**config.mk**
```make
export PLATFORM = sky130hd
export DESIGN_NAME = apb_ucpd_tx_arb_flat
export DESIGN_NICKNAME = d
export VERILOG_FILES = /design/src/rtl/apb_ucpd_tx_arb_if.sv /design/src/rtl/apb_ucpd_tx_arb.sv /design/src/flat_wrapper.sv
export SDC_FILE = /design/constraint.sdc
export NUM_CORES = 1
export LEC_CHECK = 0
export ABC_AREA = 0
export CAP_MARGIN = 25
export CORE_MARGIN = 2
export CORE_UTILIZATION = 55
export DETAILED_ROUTE_END_ITERATION = 6
export PLACE_DENSITY = 0.81
export SLEW_MARGIN = 20
export SYNTH_ARGS = -nofsm -noshare
export SYNTH_HDL_FRONTEND = slang
export SYNTH_SLANG_ARGS = --single-unit
export TNS_END_PERCENT = 10
```
**constraint.sdc**
```tcl
create_clock -name ic_clk -period 2.96 [get_ports ic_clk]
set_input_delay 0.592 -clock ic_clk [delete_from_list [all_inputs] [get_ports ic_clk]]
set_output_delay 0.592 -clock ic_clk [all_outputs]
set_load 0.01 [all_outputs]
```
**src/rtl/apb_ucpd_tx_arb_if.sv**
```systemverilog
// Request/completion/status bundle between the UCPD transmit arbiter and its
// neighbours (register block, PHY core). Clock and reset stay outside.
interface apb_ucpd_tx_arb_if;
  logic       ucpden;
  logic       hrst_req;
  logic       crst_req;
  logic       msg_req;
  logic       bist_req;
  logic [4:0] ifrgap;
  logic       bit_clk_red;
  logic       receive_en;
  logic       txsend_clr;
  logic       txhrst_clr;
  logic       transmit_en;
  logic       tx_hrst;
  logic [1:0] tx_mode;
  logic [3:0] pending;
  logic       busy;
  logic       txmsgsent;
  logic       hrstsent;
  logic       msg_disc;
  logic       tx_timeout;

  modport master (
    output ucpden, hrst_req, crst_req, msg_req, bist_req, ifrgap,
           bit_clk_red, receive_en, txsend_clr, txhrst_clr,
    input  transmit_en, tx_hrst, tx_mode, pending, busy,
           txmsgsent, hrstsent, msg_disc, tx_timeout
  );

  modport slave (
    input  ucpden, hrst_req, crst_req, msg_req, bist_req, ifrgap,
           bit_clk_red, receive_en, txsend_clr, txhrst_clr,
    output transmit_en, tx_hrst, tx_mode, pending, busy,
           txmsgsent, hrstsent, msg_disc, tx_timeout
  );
endinterface

```
**src/rtl/apb_ucpd_tx_arb.sv**
```systemverilog
// UCPD transmit arbiter: latches hard-reset/cable-reset/message/BIST requests,
// grants them by priority, enforces the interframe gap and a completion watchdog.
module apb_ucpd_tx_arb #(
  parameter int TO_W   = 10,
  parameter int TO_MAX = 1000
) (
  input logic              ic_clk,
  input logic              ic_rst,
  apb_ucpd_tx_arb_if.slave bus
);

  typedef enum logic [1:0] {IDLE, BUSY_TX, BUSY_HRST, GAP} state_e;

  localparam logic [TO_W-1:0] WD_LIM = TO_W'(TO_MAX);
  localparam logic [TO_W-1:0] WD_ONE = TO_W'(1);

  // Pending bit positions, matching the {bist, msg, crst, hrst} output order.
  localparam int P_HRST = 0;
  localparam int P_CRST = 1;
  localparam int P_MSG  = 2;
  localparam int P_BIST = 3;

  state_e          state_q, state_d;
  logic [3:0]      pending_q, pending_d;
  logic [1:0]      tx_mode_q, tx_mode_d;
  logic [4:0]      gap_q, gap_d;
  logic [TO_W-1:0] wd_q, wd_d;
  logic            txmsgsent_q, txmsgsent_d;
  logic            hrstsent_q, hrstsent_d;
  logic            msg_disc_q, msg_disc_d;
  logic            tx_timeout_q, tx_timeout_d;

  logic [3:0]      req;
  assign req = {bus.bist_req, bus.msg_req, bus.crst_req, bus.hrst_req};

  always_comb begin
    // NOTE: every signal gets a default before the case so no path leaves it unassigned (no latches).
    state_d      = state_q;
    pending_d    = pending_q | req;
    tx_mode_d    = tx_mode_q;
    gap_d        = gap_q;
    wd_d         = wd_q;
    txmsgsent_d  = 1'b0;
    hrstsent_d   = 1'b0;
    msg_disc_d   = 1'b0;
    tx_timeout_d = 1'b0;

    unique case (state_q)
      IDLE: begin
        if (pending_q[P_HRST]) begin
          state_d           = BUSY_HRST;
          pending_d[P_HRST] = req[P_HRST];
          wd_d              = '0;
        end else if (!bus.receive_en) begin
          if (pending_q[P_CRST]) begin
            state_d           = BUSY_TX;
            pending_d[P_CRST] = req[P_CRST];
            tx_mode_d         = 2'b01;
            wd_d              = '0;
          end else if (pending_q[P_MSG]) begin
            state_d          = BUSY_TX;
            pending_d[P_MSG] = req[P_MSG];
            tx_mode_d        = 2'b00;
            wd_d             = '0;
          end else if (pending_q[P_BIST]) begin
            state_d           = BUSY_TX;
            pending_d[P_BIST] = req[P_BIST];
            tx_mode_d         = 2'b10;
            wd_d              = '0;
          end
        end
      end

      BUSY_TX: begin
        // A hard reset aborts the running frame outright; the frame is not re-queued.
        if (pending_q[P_HRST]) begin
          state_d           = BUSY_HRST;
          pending_d[P_HRST] = req[P_HRST];
          msg_disc_d        = 1'b1;
          wd_d              = '0;
        end else if (bus.txsend_clr) begin
          state_d     = GAP;
          gap_d       = bus.ifrgap;
          txmsgsent_d = 1'b1;
        end else if (wd_q == WD_LIM) begin
          state_d      = GAP;
          gap_d        = bus.ifrgap;
          tx_timeout_d = 1'b1;
        end else if (bus.bit_clk_red) begin
          wd_d = wd_q + WD_ONE;
        end
      end

      BUSY_HRST: begin
        if (bus.txhrst_clr) begin
          state_d    = GAP;
          gap_d      = bus.ifrgap;
          hrstsent_d = 1'b1;
        end else if (wd_q == WD_LIM) begin
          state_d      = GAP;
          gap_d        = bus.ifrgap;
          tx_timeout_d = 1'b1;
        end else if (bus.bit_clk_red) begin
          wd_d = wd_q + WD_ONE;
        end
      end

      GAP: begin
        if (pending_q[P_HRST]) begin
          state_d           = BUSY_HRST;
          pending_d[P_HRST] = req[P_HRST];
          wd_d              = '0;
        end else if (gap_q == 5'd0) begin
          state_d = IDLE;
        end else if (bus.bit_clk_red) begin
          gap_d = gap_q - 5'd1;
        end
      end

      default: state_d = IDLE;
    endcase

    // Disabling the block wins over everything computed above.
    if (!bus.ucpden) begin
      state_d      = IDLE;
      pending_d    = '0;
      tx_mode_d    = 2'b00;
      gap_d        = '0;
      wd_d         = '0;
      txmsgsent_d  = 1'b0;
      hrstsent_d   = 1'b0;
      msg_disc_d   = 1'b0;
      tx_timeout_d = 1'b0;
    end
  end

  // NOTE: state flops use non-blocking assignments and an asynchronous reset term in the sensitivity list.
  always_ff @(posedge ic_clk or posedge ic_rst) begin
    if (ic_rst) begin
      state_q      <= IDLE;
      pending_q    <= '0;
      tx_mode_q    <= 2'b00;
      gap_q        <= '0;
      wd_q         <= '0;
      txmsgsent_q  <= 1'b0;
      hrstsent_q   <= 1'b0;
      msg_disc_q   <= 1'b0;
      tx_timeout_q <= 1'b0;
    end else begin
      state_q      <= state_d;
      pending_q    <= pending_d;
      tx_mode_q    <= tx_mode_d;
      gap_q        <= gap_d;
      wd_q         <= wd_d;
      txmsgsent_q  <= txmsgsent_d;
      hrstsent_q   <= hrstsent_d;
      msg_disc_q   <= msg_disc_d;
      tx_timeout_q <= tx_timeout_d;
    end
  end

  assign bus.transmit_en = (state_q == BUSY_TX);
  assign bus.tx_hrst     = (state_q == BUSY_HRST);
  assign bus.busy        = (state_q != IDLE);
  assign bus.tx_mode     = tx_mode_q;
  assign bus.pending     = pending_q;
  assign bus.txmsgsent   = txmsgsent_q;
  assign bus.hrstsent    = hrstsent_q;
  assign bus.msg_disc    = msg_disc_q;
  assign bus.tx_timeout  = tx_timeout_q;

endmodule

```
**src/flat_wrapper.sv**
```systemverilog
// flat-port wrapper written by rule: the top's interface ports become plain ports
module apb_ucpd_tx_arb_flat 
#(
  parameter int TO_W   = 10,
  parameter int TO_MAX = 1000
)
  (ic_clk, ic_rst, bus_ucpden, bus_hrst_req, bus_crst_req, bus_msg_req, bus_bist_req, bus_ifrgap, bus_bit_clk_red, bus_receive_en, bus_txsend_clr, bus_txhrst_clr, bus_transmit_en, bus_tx_hrst, bus_tx_mode, bus_pending, bus_busy, bus_txmsgsent, bus_hrstsent, bus_msg_disc, bus_tx_timeout);
  apb_ucpd_tx_arb_if bus_i ();
  input logic ic_clk;
  input logic ic_rst;
  input wire logic [$bits(bus_i.ucpden)-1:0] bus_ucpden;
  input wire logic [$bits(bus_i.hrst_req)-1:0] bus_hrst_req;
  input wire logic [$bits(bus_i.crst_req)-1:0] bus_crst_req;
  input wire logic [$bits(bus_i.msg_req)-1:0] bus_msg_req;
  input wire logic [$bits(bus_i.bist_req)-1:0] bus_bist_req;
  input wire logic [$bits(bus_i.ifrgap)-1:0] bus_ifrgap;
  input wire logic [$bits(bus_i.bit_clk_red)-1:0] bus_bit_clk_red;
  input wire logic [$bits(bus_i.receive_en)-1:0] bus_receive_en;
  input wire logic [$bits(bus_i.txsend_clr)-1:0] bus_txsend_clr;
  input wire logic [$bits(bus_i.txhrst_clr)-1:0] bus_txhrst_clr;
  output wire logic [$bits(bus_i.transmit_en)-1:0] bus_transmit_en;
  output wire logic [$bits(bus_i.tx_hrst)-1:0] bus_tx_hrst;
  output wire logic [$bits(bus_i.tx_mode)-1:0] bus_tx_mode;
  output wire logic [$bits(bus_i.pending)-1:0] bus_pending;
  output wire logic [$bits(bus_i.busy)-1:0] bus_busy;
  output wire logic [$bits(bus_i.txmsgsent)-1:0] bus_txmsgsent;
  output wire logic [$bits(bus_i.hrstsent)-1:0] bus_hrstsent;
  output wire logic [$bits(bus_i.msg_disc)-1:0] bus_msg_disc;
  output wire logic [$bits(bus_i.tx_timeout)-1:0] bus_tx_timeout;
  assign bus_i.ucpden = bus_ucpden;
  assign bus_i.hrst_req = bus_hrst_req;
  assign bus_i.crst_req = bus_crst_req;
  assign bus_i.msg_req = bus_msg_req;
  assign bus_i.bist_req = bus_bist_req;
  assign bus_i.ifrgap = bus_ifrgap;
  assign bus_i.bit_clk_red = bus_bit_clk_red;
  assign bus_i.receive_en = bus_receive_en;
  assign bus_i.txsend_clr = bus_txsend_clr;
  assign bus_i.txhrst_clr = bus_txhrst_clr;
  assign bus_transmit_en = bus_i.transmit_en;
  assign bus_tx_hrst = bus_i.tx_hrst;
  assign bus_tx_mode = bus_i.tx_mode;
  assign bus_pending = bus_i.pending;
  assign bus_busy = bus_i.busy;
  assign bus_txmsgsent = bus_i.txmsgsent;
  assign bus_hrstsent = bus_i.hrstsent;
  assign bus_msg_disc = bus_i.msg_disc;
  assign bus_tx_timeout = bus_i.tx_timeout;
  apb_ucpd_tx_arb #(.TO_W(TO_W), .TO_MAX(TO_MAX)) u_core (.ic_clk(ic_clk), .ic_rst(ic_rst), .bus(bus_i));
endmodule
```
-- After elaboration in Yosys (flattened, before gate mapping)
Cells that the tools add are included.
- add/subtract/negate cells: 2
- equality and inequality tests: 19
- mux-type cells: 69
- bitwise gates (word level): 1
- reduce and logical (&&, ||, !) cells: 8
- operators by type and width (operator ; count):
    10-bit 2-to-1 mux ; 12
    2-bit 2-to-1 mux ; 20
    5-bit 2-to-1 mux ; 8
    10-bit one-hot mux with 4 select lines ; 1
    1-bit 2-to-1 mux ; 21
    3-bit inequality test (second input constant) ; 5
    5-bit one-hot mux with 3 select lines ; 1
    10-bit by 1-bit adder with 10-bit output (second input constant) ; 1
    10-bit equality test (second input constant) ; 1
    5-bit AND reduction ; 2
    3-bit 2-to-1 mux ; 3
    4-bit by 1-bit inequality test with 1-bit output (second input constant) ; 2
    4-bit by 3-bit inequality test with 1-bit output (second input constant) ; 2
    2-bit one-hot mux with 4 select lines ; 1
    6-bit by 2-bit inequality test with 1-bit output (second input constant) ; 1
    5-bit zero test ; 1
    5-bit by 1-bit subtractor with 5-bit output (second input constant) ; 1
    2-bit equality test (second input constant) ; 2
    4-bit 2-to-1 mux ; 1
    2-bit inequality test (second input constant) ; 2
    4-bit by 2-bit inequality test with 1-bit output (second input constant) ; 1
    4-bit bitwise OR ; 1
    4-bit AND reduction ; 1
    3-bit by 2-bit inequality test with 1-bit output (second input constant) ; 1
    other kinds (7) ; 7
- flip-flop bits (word level): 27
- bits of input ports: 16
- output and inout port bits: 13
- word-level logic and storage cells: 108

-- Depth between registers and ports, before layout
- depth after elaboration: 8
- mapped depth: 9
- depth with buffers taken out: 7

-- Least setup slack after synthesis
OpenSTA, ideal clock, no wires.
- path kind: register to register
- start point: register u_core.state_q[0]
- end point: register u_core.wd_q[6]
- library setup time: 103 ps
- data arrival time: 1770 ps
- required time: 2857 ps
- slack: 1087 ps
- cell stages (with the launch flop): 9
- path buffers: 2
- clock period less this slack: 1873 ps
- cell sequence: dfrtp_1 inv_1 ha_1 and2_1 clkbuf_1 a221oi_2 a21oi_2 buf_6 o41ai_2
- word-level cells in the longest chain between the ends: 3
- elaborated cells on any way between the ends: 12
- those cells by class: eq/ne: 8; mux: 2; reduce/logical: 2
- ends and longest elaborated chain (what ; line ; RTL):
    from (decl) ; apb_ucpd_tx_arb.sv:23 ; state_e state_q, state_d;
    from (signal assigned) ; apb_ucpd_tx_arb.sv:150 ; state_q <= state_d;
    2-bit equality test * ; n/a ;
    net bus_tx_hrst ; flat_wrapper.sv:22 ; output wire logic [$bits(bus_i.tx_hrst)-1:0] bus_tx_hrst;
    3-bit inequality test (no line) / 10-bit one-hot mux with 4 select lines (equally long branches) ; n/a ;
    5-bit AND reduction (no line) / 10-bit 2-to-1 mux (equally long branches) ; n/a ;
    to (signal assigned) ; apb_ucpd_tx_arb.sv:154 ; wd_q <= wd_d;
    to (decl) ; apb_ucpd_tx_arb.sv:27 ; logic [TO_W-1:0] wd_q, wd_d;
Mark *: on every way through the listed nets, which the timed path passes. The rest lies on a longest branch.
A chain may end at the register's enable or synchronous reset.

-- Final worst setup path
- start point: register u_core.state_q[0]
- end point: output bus_tx_hrst
- word-level cells in the longest chain between the ends: 1
- ends and longest elaborated chain (what ; line ; RTL):
    2-bit equality test ; apb_ucpd_tx_arb.sv:163 ; assign bus.tx_hrst = (state_q == BUSY_HRST);
    to (decl) ; flat_wrapper.sv:22 ;
No other way between the ends.

==> results.py <==
metrics = {
    "drt": {
        "wl_met1_um": 2017,
        "wl_met3_um": 218,
        "routed_wirelength_um": 4329,
        "num_vias": 1732,
        "firstDrtPassIters": 4,
        "dr_wl_met2_um": 1997,
        "antenna_left": 0,
        "drc": 0,
        "drt_iter0_drc": 103,
        "top_layer": "met4",
        "via_per_inst": 5.911,
        "wl_per_cell_um": 14.77,
    },
    "critical_path": {
        "critPathKind": "reg -> out",
        "reg2reg_depth": 5,
        "required_ns": 2.37,
        "cp_data_arrival_time_ns": 2.06,
        "cp_max_fo": 17,
        "r2r-end": "u_core.wd_q[7]$_DFFE_PP0P_",
        "timing.rr.start": "u_core.state_q[0]$_DFFE_PP0P_",
        "ff2ff_setup_slack_ns": 0.74,
        "end_kind": "output pin",
        "crit_path_start_kind": "register",
    },
    "logic_synthesis": {
        "synth_most_common_cell": "dfrtp_1",
        "synthMuxAreaShare_pct": 2.105,
        "synth_top_family_by_area": "compound AO/OA/AOI/OAI gates",
        "syn_area_mm2": 0.001902,
        "synth_simple_gate_area_share_pct": 21.18,
        "syn-num-nets": 243,
        "synth_seq_cells": 27,
        "syn_inst": 220,
        "synth_adder_area_share_pct": 4.605,
        "ys_seq_area_share_pct": 35.53,
        "synth_top_area_share_pct": 35.53,
        "yosysUniqueCellTypes": 51,
        "synth_xor_area_share_pct": 1.382,
        "synth_edf_count": 0,
        "synth_compound_area_share_pct": 28.62,
        "synth.avg_cell_area_um2": 8.645,
        "synth_area_leaders": "dfrtp_1 (36%), o21ai_1 (5.5%), a21oi_1 (4.7%)",
        "synthTopCellsByCount": "dfrtp_1 (27), o21ai_1 (21), inv_1 (19), nor2_1 (19), a21oi_1 (18)",
        "synthArstFlopShare_pct": 100.0,
        "ys.flop_type": "dfrtp_1",
        "synth_warnings": 0,
        "yosysTopAreaCell": "dfrtp_1",
    },
    "min_path": {
        "min_path_type": "reg -> reg",
        "hold_path_startpoint": "u_core.wd_q[8]$_DFFE_PP0P_",
        "min_to": "u_core.wd_q[8]$_DFFE_PP0P_",
        "min_path_cells": 1,
    },
    "cells_and_area": {
        "fin_util_pct": 67.23,
        "fin_nets": 271,
        "area_delta_synth_final_pct": 17.96,
        "fin_cells": 293,
        "antennaDiodeCount": 0,
        "drive_above_1_share_pct": 8.097,
    },
    "global_route": {
        "grt_pass1_vias": 1678,
        "grt_max_degree": 28,
        "grt_overflow": 0,
        "grt_util_all_layers_pct": 23.86,
        "antenna_found_initial": 0,
        "grt_pass1_wl_um": 7534,
    },
    "floorplan": {
        "rows": 21,
        "core_mm2": 0.003337,
        "io-pin-count": 29,
        "dieWidth_um": 62.81,
        "start_util_pct": 56.99,
        "dieArea_mm2": 0.003944,
        "die_h_um": 62.81,
    },
    "placed_design": {
        "port_buffers": 28,
        "dp_cells": 289,
        "gp_congestion": 0.8280,
        "dp_hpwl_um": 3216,
    },
    "clock_network": {
        "numCtsBuffers": 3,
        "clock_path_buffers": 2,
        "cts_resized": 0,
        "cts_tree": "built",
        "cts_max_level": 1,
        "cts_root_buffer": "clkbuf_4",
        "clk_pin_slew_ns": 0.15,
        "post_cts_buffers": 0,
        "holdBufCountCts": 0,
        "clock-sinks": 27,
        "clkLatencyLatePin_ns": 0.34,
    },
    "sta": {
        "fmax_mhz": 376.7,
        "relSlewSlack_pct": 44.59,
        "slew_violations": 0,
        "finalClockSkew_ns": 0.002337,
        "setup_viol": 0,
        "final_hold_viol_count": 0,
        "min_period_ns": 2.655,
        "setup_tns_ns": 0,
        "rsz0062_at_grt": "no",
        "worst_pin_slew_ns": 0.8295,
        "finalCritPeriodShare_pct": 89.69,
    },
    "power_and_ir_drop": {
        "p_total_w": 0.001353,
        "vdd_drop_max_mv": 0.3059,
        "p_leak_nw": 0.9841,
        "p_per_area_mw_per_mm2": 603.2,
    },
    "outcome": {
        "status": "complete, no violations",
    },
    "flow_run": {
        "cap_violations": 0,
    },
}
-- layout by cell type (no fill, tap or decap), types with 2 or more instances in the layout --
| cell type | synthesis | final |
|---|---|---|
| a211oi_1 | 3 | 3 |
| a21o_1 | 2 | 2 |
| a21oi_1 | 18 | 18 |
| a21oi_2 | 2 | 2 |
| a22oi_1 | 4 | 4 |
| a31o_1 | 2 | 2 |
| a31oi_1 | 5 | 5 |
| a41oi_1 | 2 | 2 |
| and3_1 | 4 | 4 |
| and4_1 | 2 | 2 |
| buf_4 | 0 | 3 |
| clkbuf_4 | 0 | 3 |
| clkdlybuf4s50_1 | 0 | 28 |
| dfrtp_1 | 27 | 27 |
| ha_1 | 7 | 7 |
| inv_1 | 19 | 19 |
| mux2i_1 | 4 | 4 |
| nand2_1 | 12 | 12 |
| nand2b_1 | 2 | 2 |
| nand3_1 | 8 | 8 |
| nand4_1 | 2 | 2 |
| nor2_1 | 19 | 19 |
| nor2b_1 | 2 | 2 |
| nor3_1 | 6 | 6 |
| nor4_1 | 2 | 2 |
| o2111ai_1 | 2 | 2 |
| o211a_1 | 3 | 3 |
| o21ai_0 | 7 | 7 |
| o21ai_1 | 21 | 21 |
| o311a_1 | 2 | 2 |
| xor2_1 | 3 | 3 |
-- flip-flops by register name, indices dropped and copies added (netlist names) --
| register | cells |
|---|---|
| u_core.bus.pending | 4 |
| u_core.bus.tx_timeout | 1 |
| u_core.bus.msg_disc | 1 |
| u_core.bus.txmsgsent | 1 |
| u_core.bus.tx_mode | 2 |
| u_core.wd_q | 10 |
| u_core.gap_q | 5 |
| u_core.state_q | 2 |
| u_core.bus.hrstsent | 1 |
-- worst max-delay path, cell delays in order (launching register included) --
cell and delay [ns]:
dfrtp_1 0.47, inv_1 0.10, ha_1 0.51, clkdlybuf4s50_1 0.64
-- cells by family (layout without fill, tap and decap cells) --
kind of cell             Yosys count  after routing
multiplexers                       4              4
adder cells (fa/ha/maj)            7              7
flip-flops                        27             27
XOR/XNOR                           3              3
AND/OR/NAND/NOR                   70             70
AO/OA/AOI/OAI                     81             81
buffers and inverters             28             55
-- cell type report --
cell class,count,area [um^2]
Clock inverter,1,8.758
Clock buffer,3,22.52
Inverter,20,75.07
Timing Repair Buffer,31,302.8
Sequential cell,27,675.6
Fill cell,287,1094
Multi-Input combinational cell,165,1101
Tap cell,46,57.56
-- stage by stage --
stage / worst slack (ns) / hold slack, ns / instance area [um^2]
5_1_grt: 0.1683 / 0.5393 / 2243
4_1_cts: 0.3217 / 0.4923 / 2243
6_report: 0.3052 / 0.4937 / 2243
2_1_floorplan: 1.087 / 0.4336 / 1902
3_5_place_dp: 0.6670 / 0.4689 / 2212
3_3_place_gp: 0.6991 / 0.4641 / 2212
-- worst max-delay path by stage --
| stage | slack (ns) | cells past startpoint | endpoint | from |
|---|---|---|---|---|
| after floorplan | 1.09 | 8 | u_core.wd_q[6]$_DFFE_PP0P_ | u_core.state_q[0]$_DFFE_PP0P_ |
| after global placement | 0.70 | 6 | u_core.wd_q[7]$_DFFE_PP0P_ | bus_txhrst_clr |
| after detailed placement | 0.67 | 6 | u_core.wd_q[7]$_DFFE_PP0P_ | bus_txhrst_clr |
| after CTS | 0.32 | 3 | bus_tx_hrst | u_core.state_q[0]$_DFFE_PP0P_ |
| after global routing | 0.17 | 3 | bus_tx_hrst | u_core.state_q[0]$_DFFE_PP0P_ |
| final | 0.31 | 3 | bus_tx_hrst | u_core.state_q[0]$_DFFE_PP0P_ |
-- layer usage --
layer | vias up | GRT usage (%)
met2 | 67 | 38.44
met4 | 0 | 13.06
li1 | 866 | -
met1 | 791 | 31.37
met5 | - | 0
met3 | 8 | 2.703
-- power breakdown --
part / internal [W] / switching [W]
sequential: 0.000419 / 0.0000709
combinational: 0.000305 / 0.000382
clock: 0.0000554 / 0.000121
No activity file was read; power rests on OpenSTA's default activity.
